### src/rtl/fir_tap_sequencer.sv
// Sample delay line and tap-pair sequencer in front of a symmetric FIR MAC.
// Define FIR_ODD_TAPS_EN to allow odd N_TAPS (the centre tap is driven unpaired).
module fir_tap_sequencer #(
  parameter int WIDTH_DATA    = 8,
  parameter int N_TAPS        = 16,
  parameter int WIDTH_MAC_OUT = 8,
  parameter int ADDR_W        = $clog2((N_TAPS + 1) / 2)
) (
  input  logic                     clk,
  input  logic                     rst_n,
  input  logic [WIDTH_DATA-1:0]    x_in,
  input  logic                     x_valid,
  output logic                     x_ready,
  output logic [WIDTH_DATA:0]      adder,
  output logic [ADDR_W-1:0]        coef_addr,
  output logic                     mac_clr,
  input  logic [WIDTH_MAC_OUT-1:0] mac_out,
  output logic [WIDTH_MAC_OUT-1:0] y_out,
  output logic                     y_valid,
  input  logic                     y_ready
);

`ifdef FIR_ODD_TAPS_EN
  localparam int NP = (N_TAPS + 1) / 2;
`else
  localparam int NP = N_TAPS / 2;
  generate
    if (N_TAPS % 2 != 0) begin : g_odd_taps_unsupported
      $error("fir_tap_sequencer: odd N_TAPS requires FIR_ODD_TAPS_EN");
    end
  endgenerate
`endif

  localparam int IDX_W = $clog2(N_TAPS);
  localparam logic [ADDR_W-1:0] K_LAST  = ADDR_W'(NP - 1);
  localparam logic [IDX_W-1:0]  IDX_TOP = IDX_W'(N_TAPS - 1);

  localparam logic [1:0] S_IDLE  = 2'd0;
  localparam logic [1:0] S_RUN   = 2'd1;
  localparam logic [1:0] S_DRAIN = 2'd2;
  localparam logic [1:0] S_OUT   = 2'd3;

  logic [1:0]               state;
  logic [ADDR_W-1:0]        k;
  logic [WIDTH_DATA-1:0]    d [N_TAPS];
  logic [WIDTH_MAC_OUT-1:0] y_reg;
  logic [IDX_W-1:0]         idx_lo;
  logic [IDX_W-1:0]         idx_hi;
  logic                     centre;

  // Unsigned pre-add of a symmetric pair; one extra bit means it cannot overflow.
  function automatic logic [WIDTH_DATA:0] pre_add(input logic [WIDTH_DATA-1:0] a,
                                                  input logic [WIDTH_DATA-1:0] b);
    return {1'b0, a} + {1'b0, b};
  endfunction

  always_ff @(posedge clk or negedge rst_n) begin
    if (!rst_n) begin
      state <= S_IDLE;
      k     <= '0;
      y_reg <= '0;
      for (int i = 0; i < N_TAPS; i++) d[i] <= '0;
    end else begin
      case (state)
        S_IDLE: begin
          if (x_valid) begin
            d[0] <= x_in;
            for (int i = 1; i < N_TAPS; i++) d[i] <= d[i-1];
            k     <= '0;
            state <= S_RUN;
          end
        end
        S_RUN: begin
          if (k == K_LAST) state <= S_DRAIN;
          else             k     <= k + 1'b1;
        end
        // Last product landed on the previous edge, so mac_out is final here.
        S_DRAIN: begin
          y_reg <= mac_out;
          state <= S_OUT;
        end
        S_OUT: begin
          if (y_ready) state <= S_IDLE;
        end
        default: state <= S_IDLE;
      endcase
    end
  end

  assign idx_lo = IDX_W'(k);
  assign idx_hi = IDX_TOP - idx_lo;

`ifdef FIR_ODD_TAPS_EN
  assign centre = (idx_lo == idx_hi);
`else
  assign centre = 1'b0;
`endif

  // Outside RUN the adder is forced to zero so the free-running MAC holds its sum.
  always_comb begin
    adder     = '0;
    coef_addr = '0;
    mac_clr   = 1'b0;
    if (state == S_RUN) begin
      coef_addr = k;
      mac_clr   = (k == '0);
      adder     = centre ? {1'b0, d[idx_lo]} : pre_add(d[idx_lo], d[idx_hi]);
    end
  end

  assign x_ready = (state == S_IDLE);
  assign y_valid = (state == S_OUT);
  assign y_out   = y_reg;

endmodule

### config.mk
export PLATFORM = sky130hd
export DESIGN_NAME = fir_tap_sequencer
export DESIGN_NICKNAME = d
export VERILOG_FILES = /design/src/rtl/fir_tap_sequencer.sv
export SDC_FILE = /design/constraint.sdc
export NUM_CORES = 1
export LEC_CHECK = 0
export ABC_AREA = 1
export BUFFER_PORTS_ARGS = -buffer_cell sky130_fd_sc_hd__buf_2
export CAP_MARGIN = 25
export CORE_ASPECT_RATIO = 0.8
export CORE_MARGIN = 5
export CORE_UTILIZATION = 45
export CTS_CLUSTER_SIZE = 20
export DETAILED_ROUTE_END_ITERATION = 10
export PLACE_DENSITY = 0.65
export SETUP_SLACK_MARGIN = 0.05
export SLEW_MARGIN = 5
export SYNTH_ARGS = -nofsm -noshare
export SYNTH_HDL_FRONTEND = slang
export SYNTH_SLANG_ARGS = --single-unit
### constraint.sdc
create_clock -name clk -period 2.77 [get_ports clk]
set_input_delay 0.277 -clock clk [delete_from_list [all_inputs] [get_ports clk]]
set_output_delay 0.277 -clock clk [all_outputs]
set_load 0.1 [all_outputs]
==> reports/metrics.cfg <==
[floorplan]
initial_core_util_pct=46.3
coreArea_mm2=0.0152
fp.dieH_um=122
num_io_pins=43
num_rows=40
die_area_mm2=0.0182
die_x_um=150

[worst_setup_path]
r2r_slack_ns=0.76
path_max_fanout=5
cp.required_ns=2.49
endpoint_kind=primary output
startpoint_type=flop
crit_type=flop to primary output
crit_arrival_ns=2.75

[timing]
rsz0062_at_grt=true
final.setup.worst_slack_ns=-0.254
drv_slew=0
hold_viol=0
setup_viol=8
post-route-min-period_ns=3.02
fmax_ghz=0.331
setup_tns_ns=-1.54
tightest_slew_ns=0.612
timing.final.crit_share_pct=109
clock-skew-final_ns=0.00774
max-slew-margin-rel_pct=59.2

[global_routing]
grt_pass1_wl_um=27200
grt_overflow=0
antenna_found_initial=0
grt_pass1_vias=5383
track_usage_pct=18.9
grt_max_degree=106

[finish]
diodes=0
layout-drive-gt1-share_pct=21.3
fill_cells=1342
final_nets=948
area_growth_pct=25.0
final_core_util_pct=57.9
instances_no_fill=1135

[clock_tree]
clk_latency_ns=0.42
path_clk_slew_ns=0.06
cts_inserted_buffers=17
cts-root-buf=clkbuf_16
cts_tree=done
clk_path_buf_depth=2
clkSinkCount=141
htree_levels=4

[synthesis]
syn-cell-area_mm2=0.00702
synth.most_common_cell=nand2_1
synth-async-reset-ratio_pct=100
syn-num-nets=898
synth_top_cell_by_area=dfrtp_1
synth_top_area_share_pct=50.3
synthCells=862
yosys_warnings=0
synth_flop_cell=dfrtp_1
synth_area_leaders=dfrtp_1 (50%), nand2_1 (9.9%), o21ai_0 (8.1%)
synth-edff-count=0
ys_seq_elements=141
avgSynthCellArea_um2=8.14
synth.distinct_cells=30
synthTopCellsByCount=nand2_1 (186), dfrtp_1 (141), o21ai_0 (113)
ys_seq_area_share_pct=50.3

[placement]
placed_cells=1091
dp_slack_ns=0.0950
place_congestion=0.798
io_buffers=42
hpwl_um=10300

[routing]
viasPerCell=5.02
routedWlPerCell_um=14.4
ant_nets=0
via_count=5700
drc=0
drt-pass1-iter-count=5
drt-initial-drc-count=304
wl_um=16300

[run]
maxCapViolCount=0

[outcome]
violations=setup timing
outcome=finished, violations left

[worst_hold_path]
worstHoldPathType=input pin to flop

[metal layers]
layer / global-route usage (%) / part of all wire (%)
met4: 5.03 / 1.2
met5: 0 / 0
met1: 27.5 / 49
met3: 4.72 / 5.8
met2: 28.3 / 44
[path summary, 6_finish.rpt]
path | depth (start not counted) | start | endpoint
worst max register to register | 9 | k[0] | k[0]
min in group asynchronous | 2 | rst_n | d[7]
worst min register to register | 2 | d[82] | d[82]
worst min-delay path | 2 | mac_out[7] | y_out[7]
worst max-delay path | 16 | k[0] | adder[6]
max in group asynchronous | 3 | rst_n | d[40]
[cell usage in the layout, fill, tap and decap left out, types with 6 or more instances in the layout]
master | synthesis | layout
nand2_1 | 186 | 167
dfrtp_1 | 141 | 139
inv_1 | 99 | 98
a21oi_1 | 97 | 83
o21ai_0 | 113 | 82
o21ai_1 | 52 | 67
nor2_1 | 68 | 63
buf_2 | 23 | 32
buf_4 | 9 | 20
nand2_2 | 0 | 19
clkbuf_16 | 0 | 18
buf_12 | 0 | 17
o21ai_2 | 0 | 14
nand3_1 | 15 | 14
a21oi_2 | 1 | 13
ha_1 | 15 | 9
buf_6 | 15 | 9
mux2_2 | 8 | 8
ha_4 | 0 | 6
[critical path, cell delays in order (launching register included)]
cell,delay (ns)
dfrtp_2,0.44
buf_12,0.16
buf_16,0.14
o21ai_4,0.12
o21ai_1,0.07
nand2_1,0.07
nand2_2,0.08
ha_4,0.17
fa_2,0.35
nand2_2,0.07
nand2_2,0.05
nand3b_1,0.09
nand2_1,0.07
nand2_1,0.08
nand2_2,0.06
nor2_4,0.13
buf_12,0.18
[area by class of cell]
type                            instances  area, um2  area share, %
Sequential cell                       141       3530           40.2
Multi-Input combinational cell        565       3060           34.8
Timing Repair Buffer                   84        885           10.1
Clock buffer                           21        470           5.36
Inverter                              102        398           4.53
Tap cell                              210        263           2.99
Clock inverter                         11        164           1.87
Timing Repair inverter                  1       6.26         0.0713
[per-stage QoR]
stage / hold slack [ns] / instance area (um2)
2_1_floorplan: -0.0186 / 7070
3_3_place_gp: 0.228 / 7630
3_5_place_dp: 0.231 / 7630
4_1_cts: 0.0712 / 8660
5_1_grt: 0.0702 / 8770
6_report: 0.0883 / 8770
[cell families (layout without fill, tap and decap cells)]
logic type,count (synthesis),in the layout,share of synthesized area [%]
AND/OR/NAND/NOR,274,274,15.2
AO/OA/AOI/OAI,265,265,19.1
buffers and inverters,156,219,10.9
XOR/XNOR,1,1,0.125
multiplexers,9,9,1.44
flip-flops,141,141,50.3
adder cells (fa/ha/maj),16,16,2.96
[sequential cells by signal (all words and copies together) (netlist names)]
signal and flops:
d 128, k 3, state 2, y_out 8
[repair_timing]
action | 4_1_cts | 5_1_grt
endpoints found under the hold margin | 39 | 0
hold buffers | 1 | 0
resized for setup | 89 | 22
pin swaps | 20 | 13
buffers inserted | 6 | 1
cloned | 4 | 1
setup endpoints to repair | 8 | 8
Power is not shown: default switching activity piles up to over one toggle a cycle in this logic, so the estimate is an artifact.
